`config.mk`:
```
export PLATFORM = sky130hd
export DESIGN_NAME = cordic_iter_sequencer
export DESIGN_NICKNAME = d
export VERILOG_FILES = /design/src/rtl/cordic_iter_sequencer.sv
export SDC_FILE = /design/constraint.sdc
export NUM_CORES = 1
export LEC_CHECK = 0
export CAP_MARGIN = 20
export CORE_ASPECT_RATIO = 0.7
export CORE_MARGIN = 3
export CORE_UTILIZATION = 30
export DETAILED_ROUTE_END_ITERATION = 10
export GPL_ROUTABILITY_DRIVEN = 0
export PLACE_DENSITY_LB_ADDON = 0.15
export SLEW_MARGIN = 20
export SYNTH_ARGS = -nofsm -noshare
export SYNTH_HDL_FRONTEND = slang
export SYNTH_SLANG_ARGS = --single-unit
```
`constraint.sdc`:
```
create_clock -name clk -period 2.3 [get_ports clk]
set_clock_uncertainty 0.2 [all_clocks]
set_input_delay 0.46 -clock clk [delete_from_list [all_inputs] [get_ports clk]]
set_output_delay 0.46 -clock clk [all_outputs]
set_load 0.05 [all_outputs]
```
`src/rtl/cordic_iter_sequencer.sv`:
```
// Iteration controller for the CORDIC coprocessor: walks the arctangent ROM
// through 0..ITER-1, launches one datapath op per iteration and watches for a stalled datapath.
module cordic_iter_sequencer #(
    parameter int ITER = 24,
    parameter int TMO  = 63
) (
    input  logic       clk,
    input  logic       rst,
    input  logic       beg_fsm,
    input  logic       op_done,
    input  logic       sign_z,
    output logic       rom_enable,
    output logic [4:0] rom_address,
    output logic [4:0] shift_amt,
    output logic       op_start,
    output logic       dir,
    output logic       busy,
    output logic       done,
    output logic       tmo_err,
    output logic [2:0] state_dbg
);

    typedef enum logic [2:0] {
        S_IDLE     = 3'd0,
        S_ROM_REQ  = 3'd1,
        S_ROM_WAIT = 3'd2,
        S_OP_ISSUE = 3'd3,
        S_OP_WAIT  = 3'd4,
        S_NEXT     = 3'd5,
        S_DONE     = 3'd6
    } state_t;

    localparam logic [4:0] LAST_IDX = 5'(ITER - 1);
    localparam logic [7:0] TMO_LAST = 8'(TMO - 1);

    state_t     state_q;
    logic [4:0] i_q;
    logic [7:0] wd_q;
    logic       rom_en_q;
    logic       op_start_q;
    logic       dir_q;
    logic       busy_q;
    logic       done_q;
    logic       tmo_q;

    // Outputs are registered alongside the state: each is set on the edge that
    // enters the state in which it must be visible.
    always_ff @(posedge clk) begin
        if (rst) begin
            state_q    <= S_IDLE;
            i_q        <= 5'd0;
            wd_q       <= 8'd0;
            rom_en_q   <= 1'b0;
            op_start_q <= 1'b0;
            dir_q      <= 1'b0;
            busy_q     <= 1'b0;
            done_q     <= 1'b0;
            tmo_q      <= 1'b0;
        end else begin
            op_start_q <= 1'b0;
            done_q     <= 1'b0;
            case (state_q)
                S_IDLE: begin
                    if (beg_fsm) begin
                        state_q  <= S_ROM_REQ;
                        i_q      <= 5'd0;
                        tmo_q    <= 1'b0;
                        busy_q   <= 1'b1;
                        rom_en_q <= 1'b1;
                    end
                end
                S_ROM_REQ: state_q <= S_ROM_WAIT;
                S_ROM_WAIT: begin
                    state_q    <= S_OP_ISSUE;
                    op_start_q <= 1'b1;
                end
                S_OP_ISSUE: begin
                    state_q <= S_OP_WAIT;
                    dir_q   <= ~sign_z;
                    wd_q    <= 8'd0;
                end
                S_OP_WAIT: begin
                    // op_done on the last allowed cycle still wins over the watchdog.
                    if (op_done) begin
                        state_q <= S_NEXT;
                    end else if (wd_q == TMO_LAST) begin
                        state_q  <= S_DONE;
                        tmo_q    <= 1'b1;
                        rom_en_q <= 1'b0;
                        done_q   <= 1'b1;
                    end else begin
                        wd_q <= wd_q + 8'd1;
                    end
                end
                S_NEXT: begin
                    if (i_q == LAST_IDX) begin
                        state_q  <= S_DONE;
                        rom_en_q <= 1'b0;
                        done_q   <= 1'b1;
                    end else begin
                        i_q     <= i_q + 5'd1;
                        state_q <= S_ROM_REQ;
                    end
                end
                S_DONE: begin
                    state_q <= S_IDLE;
                    busy_q  <= 1'b0;
                    i_q     <= 5'd0;
                    dir_q   <= 1'b0;
                end
                default: state_q <= S_IDLE;
            endcase
        end
    end

    assign rom_enable  = rom_en_q;
    assign rom_address = i_q;
    assign shift_amt   = i_q;
    assign op_start    = op_start_q;
    assign dir         = dir_q;
    assign busy        = busy_q;
    assign done        = done_q;
    assign tmo_err     = tmo_q;
    assign state_dbg   = state_q;

endmodule

```
==> impl.org, run 1 <==
** Finish
- Area of the multi-input gates :: about 720 um^2
- Cells with a size suffix above 1 make up 16.11% of the layout.
- Filler cells :: around 370
- The area growth from synthesis to layout is 31.33%.
- Ant. Diodes :: 0
- Registers take 440.4 um^2.
- With fillers left out, the area of the finished cells amounts to 1642 um^2.
- Final net count :: 190

** Clock tree
- Post-CTS Setup Bufs :: 0
- TritonCTS created 3 clock buffers.
- Number of buffers between clock root and the deepest sink :: 2
- Cell chosen for the clock root :: sky130_fd_sc_hd__clkbuf_8
- CTS Hold Bufs :: 0
- Resized cells post-CTS :: 0
- Later-pin clock latency in the skew report :: 0.26 ns
- Htree depth :: 1
- Counting every sink on the clock net gives 22.
- Clk slew on worst S/H paths :: approximately 0.080 ns
- TritonCTS built the clock tree.

** Setup path
- Minimum setup slack among reg-to-reg paths :: 0.20 ns
- Top Family by Delay on Critical Path :: buffers and inverters
- For this design, the slowest cell found on the critical path is sky130_fd_sc_hd__clkdlybuf4s50_1.
- Kind of launch point of the worst setup path :: register
- Largest driver fanout on the critical path :: 7
- Critical Path Sink Type :: output pin
- Buffer and inverter count on the worst path :: 1
- On the worst path, the slowest cell contributes a delay of 0.85 ns.
- Launch point of the worst path :: rom_address[3]
- The worst register-to-register path begins at wd_q[0].
- STA puts the critical path data required time at 1.64 ns.
- Walking the worst path, the cells encountered are clkdlybuf4s50_1.
- Category of the critical setup timing path :: reg -> out
- Worst Path Arrival :: between 1.5 and 2 ns

** Die
- I/O Pins :: 24
- The core region is about 3800 um^2.
- Once the floorplan was initialized, standard cells occupied 33.23% of the core.
- Die outline area :: ~5000 um^2
- Row generation in the floorplan step produced 18 rows.
- Die X-Extent :: 83.15 um
- Die boundary height :: 60.01 um

** Synthesis
- Synthesized area per cell :: 8.333 um^2
- The number of nets handed over by synthesis was 158.
- Top cell type's share of synthesized area :: 35.24%
- By count the netlist is led by sky130_fd_sc_hd__dfxtp_1, sky130_fd_sc_hd__nand2_1, sky130_fd_sc_hd__nor2_1.
- Area leader, netlist :: sky130_fd_sc_hd__dfxtp_1
- Gate count after technology mapping :: 150
- Sequential share of the synthesized area :: 35.24%
- Yosys reg bits :: 22
- In the post-synthesis netlist, the biggest area contributors are sky130_fd_sc_hd__dfxtp_1, sky130_fd_sc_hd__a21oi_1, sky130_fd_sc_hd__nand2_1, sky130_fd_sc_hd__nor2_1, sky130_fd_sc_hd__mux2i_1.
- In the post-synthesis netlist, the cell with the most instances is sky130_fd_sc_hd__dfxtp_1.
- Number of synthesized flops with an enable pin :: 0
- Netlist area before placement :: between 1000 and 1500 um^2
- The most used flip-flop cell after synthesis is sky130_fd_sc_hd__dfxtp_1.
- Async set-or-reset flop fraction in the synthesized netlist :: 0%
- The Yosys step of the flow raised 0 warnings.
- In this run, distinct cell masters in the synthesized netlist total 46.

** Power
- Total power of the final layout :: approximately 900 uW
- In this run the power density over the cells is 548.8 nW/um^2.
- Worst-case vdd ir drop :: 0.2866 mV
- The analysis attributes to cell leakage a power of 0.5698 nW.

** Timing
- In this run the tightest slew margin relative to its limit is 59.80%.
- Setup repair after global routing missed its margin :: false
- Final-report hold violation count :: 0
- Setup TNS after final layout :: 0 ns
- The number of max-slew violations in the final report came to 0.
- At the pin with the least slew margin, the transition time is 0.5985 ns.
- Final cycle utilization of the critical path :: between 90 and 100%
- Count of endpoints failing setup in the final report :: 0
- Post-route minimum period :: 2.208 ns
- Based on the critical path, the design can be clocked at up to 0.4529 GHz.

** Status
- Outcome :: finished, final reports clean

** Place
- IO Port Bufs :: 23
- After detailed placement, the total cell area comes to ~1600 um^2.
- DPL Wire Length :: 2406 um

** Global route
- The number of antenna violations at the first check in global routing is 0.
- Number of global-route vias before repair :: approximately 1100
- Global routing finished with a remaining overflow of 0.
- Total global routing track utilization :: between 10% and 20%
- The first global-routing pass estimated 5195 um of wire.
- Largest net degree at the start of global routing :: 12

** Routing
- Via count of the routed design :: 1171
- Total DRC errors in the routed layout :: 0
- Average wire per cell in the routed design :: roughly 13 um
- Via/cell ratio :: 5.091
- Total routed wirelength :: around 3100 um
- The first detailed-routing pass took 4 iterations.
- In this run the remaining antenna-violating nets after routing total 0.
- Initial detailed-routing violation count :: 119

** Worst hold path
- Worst min-delay path startpoint :: tmo_err
- The tightest min-delay check is of the reg -> reg type.

** Flow run
- The tool flagged a number of max-cap violations equal to 0.
-- cell families (layout without fill, tap and decap cells) --
logic type | count (synthesis) | after routing | synth area share (%)
simple gates | 67 | 67 | 31.33
flops | 22 | 22 | 35.24
compound gates | 31 | 31 | 14.92
xor+xnor | 5 | 5 | 3.504
mux | 6 | 6 | 5.005
fa+ha+maj | 3 | 3 | 3.003
buf+inv | 16 | 46 | 7.007
-- flip-flops by register name, summed over array words and instances, names as in the netlist --
name	count
wd_q	8
rom_address	5
state_dbg	3
busy	1
dir	1
done	1
op_start	1
rom_enable	1
tmo_err	1
-- worst paths after layout --
path / endpoint / cells after the start
setup / recovery: rom_address[3] / 1
hold / removal: tmo_err / 2
setup reg to reg: state_dbg[1] / 6
hold reg to reg: tmo_err / 2
-- through the flow --
step	hold WS [ns]	instances	setup WS (ns)	util, %
final	0.2660	230	0.09192	43.65
after global routing	0.2878	230	0.005853	43.65
after CTS	0.2736	230	0.07471	43.61
after detailed placement	0.2548	227	-0.07726	42.52
after global placement	0.2434	227	-0.005261	42.52
after floorplan	0.2612	150	0.1878	-
-- per-layer routing --
metal / up-vias / routed length, um / track usage [%]
met4: 0 / 20 / 3.730
li1: 603 / - / -
met2: 26 / 1224 / 18.95
met1: 537 / 1675 / 18.25
met3: 5 / 172 / 4.132
met5: - / 0 / 0
-- report_power, final --
group	switching [mW]	total (mW)	internal [mW]
combinational	0.137	0.240	0.103
sequential	0.0224	0.419	0.397
clock	0.124	0.241	0.117
total	0.284	0.901	0.617
-- placed cells by master (no fill, tap or decap), types with 2 or more instances in the layout --
cell type and count:
sky130_fd_sc_hd__dfxtp_1 22, sky130_fd_sc_hd__clkdlybuf4s50_1 18, sky130_fd_sc_hd__buf_4 18, sky130_fd_sc_hd__nand2_1 14, sky130_fd_sc_hd__nor2_1 13, sky130_fd_sc_hd__a21oi_1 11, sky130_fd_sc_hd__nand3_1 8, sky130_fd_sc_hd__o21ai_0 7
sky130_fd_sc_hd__nand2b_1 6, sky130_fd_sc_hd__inv_1 5, sky130_fd_sc_hd__mux2i_1 4, sky130_fd_sc_hd__xnor2_1 3, sky130_fd_sc_hd__nor3_1 3, sky130_fd_sc_hd__ha_1 3, sky130_fd_sc_hd__clkbuf_8 3, sky130_fd_sc_hd__nor4_1 2
sky130_fd_sc_hd__o22ai_1 2, sky130_fd_sc_hd__a22oi_1 2, sky130_fd_sc_hd__nor3b_1 2, sky130_fd_sc_hd__nor2b_1 2, sky130_fd_sc_hd__and2_1 2, sky130_fd_sc_hd__nand4_1 2, sky130_fd_sc_hd__xor2_1 2, sky130_fd_sc_hd__a211oi_1 2
sky130_fd_sc_hd__mux2_2 2, sky130_fd_sc_hd__buf_12 2
-- cell type report --
type / count / area share, %
clock buffer: 3 / 2.515
inverter: 5 / 1.143
multi-input combinational: 112 / 44.06
sequential: 22 / 26.83
tap: 50 / 3.811
timing repair buffer: 38 / 21.65
Note: power is estimated with default switching activity, not from simulation.
==> run 2: changes to the inputs <==
--- a/config.mk
+++ b/config.mk
@@ -7,7 +7,7 @@
 export LEC_CHECK = 0
 export CAP_MARGIN = 20
 export CORE_ASPECT_RATIO = 0.7
-export CORE_MARGIN = 3
+export CORE_MARGIN = 2
 export CORE_UTILIZATION = 30
 export DETAILED_ROUTE_END_ITERATION = 10
 export GPL_ROUTABILITY_DRIVEN = 0
==> run 2 against run 1 <==
Compared with the run above: cell area increased by 2.4%; worst setup slack gained 0.022 ns; global-route usage up 1.7 points; via count down 3.2%; fmax is 0.99% higher; worst hold slack gained 0.0034 ns; first-iteration DRC count is 32% lower; register-to-register slack hardly changed; wire length about the same; cell count is 1.3% higher; critical path type unchanged.
==> impl.org, run 2 (synthesized netlist as in run 1, its figures left out) <==
** Status
- Outcome :: finished, final reports clean

** Routing
- Across all layers, the routed design uses between 1000 and 1500 vias.
- Once detail routing completed, the nets flagged for antenna violations numbered 0.
- DRT Pass-1 Iters :: 4
- Dividing the detail-routed wire length by the instance count gives 13.28 um.
- Via/cell ratio :: just under 5
- Total routed wirelength :: 3094 um
- After detailed routing, the number of remaining DRC violations is 0.
- The detailed router finished its first iteration with 81 violations.

** Timing
- Worst hold margin :: 0.2693 ns
- Count of endpoints failing setup in the final report :: 0
- Fmax :: 0.4573 GHz
- Transition time of the tightest slew-check pin :: ~0.6 ns
- Subtracting the final worst setup slack from the clock period gives 2.187 ns.
- Remaining max-slew budget at the tightest pin :: 60.62%
- Final-report hold violation count :: 0
- Setup repair after global routing missed its margin :: false
- Count of final max-slew check failures :: 0
- Final cycle utilization of the critical path :: 95.07%

** Global route
- Largest net degree at the start of global routing :: 15
- Fraction of met2 tracks used by global routing :: 20.54%
- Global routing used around 22% of the available met1 tracks.
- After global routing the overflow that remains totals 0.
- The number of antenna violations at the first check in global routing came to 0.
- Global routing used under 10% of the available met3 tracks.
- In this run the most used layer during global routing was met1.
- Number of global-route vias before repair :: about 1100
- The first global-routing pass estimated 5278 um of wire.
- Total global routing track utilization :: around 15%

** Die
- Measured along the x axis, the die boundary spans 81.15 um.
- The core region is between 3000 and 4000 um^2.
- In this run the count of I/O pins placed on the die edge is 24.
- From bottom edge to top edge, the die measures around 58 um.
- The initial utilization of the core area, before any placement, comes to 31.48%.
- Die outline area :: 4707 um^2
- The floorplan has 19 rows.

** Setup path
- For the worst setup path, the data arrival time is 1.53 ns.
- In this run the worst path has a maximum fanout of 6.
- The most critical setup path has its endpoint at rom_address[0].
- In this run the number of cells on the critical path is 1.
- Walking the worst path, the cells encountered are clkdlybuf4s50_1.
- In this run the critical register-to-register path is captured at rom_enable.
- Buffer and inverter count on the worst path :: 1
- Category of the critical setup timing path :: reg -> out
- The largest single stage delay on the critical path is 0.83 ns.
- Kind of launch point of the worst setup path :: register
- Setup slack on the worst reg-to-reg path comes out at 0.20 ns.
- Top Family by Delay on Critical Path :: buffers and inverters
- Worst reg2reg path depth :: 6
- Reg2Reg Launch Point :: wd_q[0]
- The worst setup path is captured at an output pin.
- Slowest cell on the critical path :: sky130_fd_sc_hd__clkdlybuf4s50_1
- At the worst endpoint, the required time is 1.64 ns.
- Launch point of the worst path :: rom_address[0]

** Finish
- Most flops, register :: wd_q
- Final net count :: 190
- Filler cells :: 397
- The repair_antennas step left the layout with diodes totalling 0.
- Cells with a size suffix above 1 make up between 10% and 20% of the layout.
- Layout overhead on the synthesized area :: 34.53%
- The library cells used most frequently in the layout, excluding fill and tap cells, are sky130_fd_sc_hd__dfxtp_1, sky130_fd_sc_hd__clkdlybuf4s50_1, sky130_fd_sc_hd__buf_4.
- Area of the multi-input gates :: around 730 um^2
- The library cell used most frequently in the layout, excluding fill and tap cells, is sky130_fd_sc_hd__dfxtp_1.
- Finished Layout Cells :: 233
- Area taken by flip-flops and latches :: 440.4 um^2
- Flip-flop count of the largest register, all copies and words added :: 8

** Place
- After legalization and detailed placement, the total HPWL measured 2339 um.
- In this run the tool buffered the top-level ports with 23 buffer cells.
- Placed cells :: 229

** Power
- In this run, the clock network consumes 35.8% of the power.
- In this run the power spent charging and discharging nets is about 290 uW.
- After layout, the design draws a total of 1.020 mW.
- Int Pwr :: around 730 uW
- For this design the ratio of total power to cell area is around 610 nW/um^2.
- In this run, flip-flops and latches consume 40.4% of the power.
- Net switching is between 20 and 30% of the power.
- Worst-case vdd ir drop :: between 0.2 and 0.3 mV
- Leakage power summed over all cells :: 0.5875 nW
- Combinational power share :: 23.8%

** Clock tree
- In this run the number of H-tree levels came out at 1.
- Later-pin clock latency in the skew report :: roughly 0.27 ns
- The tree built by TritonCTS fans out to 22 sinks.
- Cell chosen for the clock root :: sky130_fd_sc_hd__clkbuf_8
- The longest clock path from root to sink contains 2 buffers.
- Inserted Clock Buffers :: 3
- CTS Hold Bufs :: 0
- Clock-pin slew was measured on the worst setup and hold paths at around 0.09 ns.
- TritonCTS built the clock tree.

** Flow run
- Max_cap viols :: 0

** Worst hold path
- Worst min-delay path class :: reg -> reg
-- run 2: changes by cell type in the layout (fill, tap and decap cells not counted) --
cell                              before  now
sky130_fd_sc_hd__buf_4                18   17
sky130_fd_sc_hd__bufinv_16             0    1
sky130_fd_sc_hd__clkdlybuf4s50_1      18   19
sky130_fd_sc_hd__nor3b_1               2    1
sky130_fd_sc_hd__nor3b_2               0    1
-- run 2: metrics by stage --
| stage | instance area, um^2 | utilization [%] | TNS (ns) | setup slack (ns) |
|---|---|---|---|---|
| 6_report | 1682 | 42.36 | 0 | 0.1135 |
| 5_1_grt | 1682 | 42.36 | 0 | 0.04026 |
| 4_1_cts | 1675 | 42.20 | 0 | 0.1054 |
| 3_5_place_dp | 1604 | 40.40 | -0.1104 | -0.04506 |
| 3_3_place_gp | 1604 | 40.40 | -0.008836 | -0.006062 |
| 2_1_floorplan | 1250 | - | 0 | 0.1878 |
-- run 2: timing repair --
item                                    CTS  global route
gates resized for setup                   0             2
hold endpoints to repair                  0             0
setup buffers                             0             0
endpoints found under the setup margin    0             2
-- run 2: worst min path at each step --
stage,start,endpoint,slack [ns],cells past startpoint
final,tmo_err,tmo_err,0.27,2
after global routing,tmo_err,tmo_err,0.30,2
after CTS,tmo_err,tmo_err,0.28,2
after detailed placement,tmo_err,tmo_err,0.26,2
after global placement,tmo_err,tmo_err,0.25,2
after floorplan,wd_q[5],wd_q[5],0.26,2
-- run 2: layout make-up --
| cell class | count | area share [%] |
|---|---|---|
| clock inverters | 1 | 1.786 |
| inverters | 5 | 1.116 |
| repair buffers | 38 | 21.28 |
| multi-input cells | 112 | 43.30 |
| well taps | 52 | 3.869 |
| clock buffers | 3 | 2.455 |
| flip-flops and latches | 22 | 26.19 |
-- run 2: power by group through the flow --
stage / clock network (mW) / registers [mW] / logic [mW]
2_1_floorplan: 0 / 0.473 / 0.0977
3_3_place_gp: 0 / 0.422 / 0.240
3_5_place_dp: 0 / 0.422 / 0.240
4_1_cts: 0.374 / 0.413 / 0.242
5_1_grt: 0.399 / 0.416 / 0.263
6_report: 0.366 / 0.412 / 0.242
-- run 2: worst min-delay path, stage by stage (launching register included) --
cell and delay [ns]:
sky130_fd_sc_hd__dfxtp_1 0.33, sky130_fd_sc_hd__nand2_1 0.05, sky130_fd_sc_hd__o21ai_0 0.06
-- run 2: layer usage --
metal	routed length, um	vias up	share of wire (%)
li1	-	594	-
met5	0	-	0
met1	1720	517	56
met3	115	2	3.7
met2	1242	21	40
met4	16	0	0.52
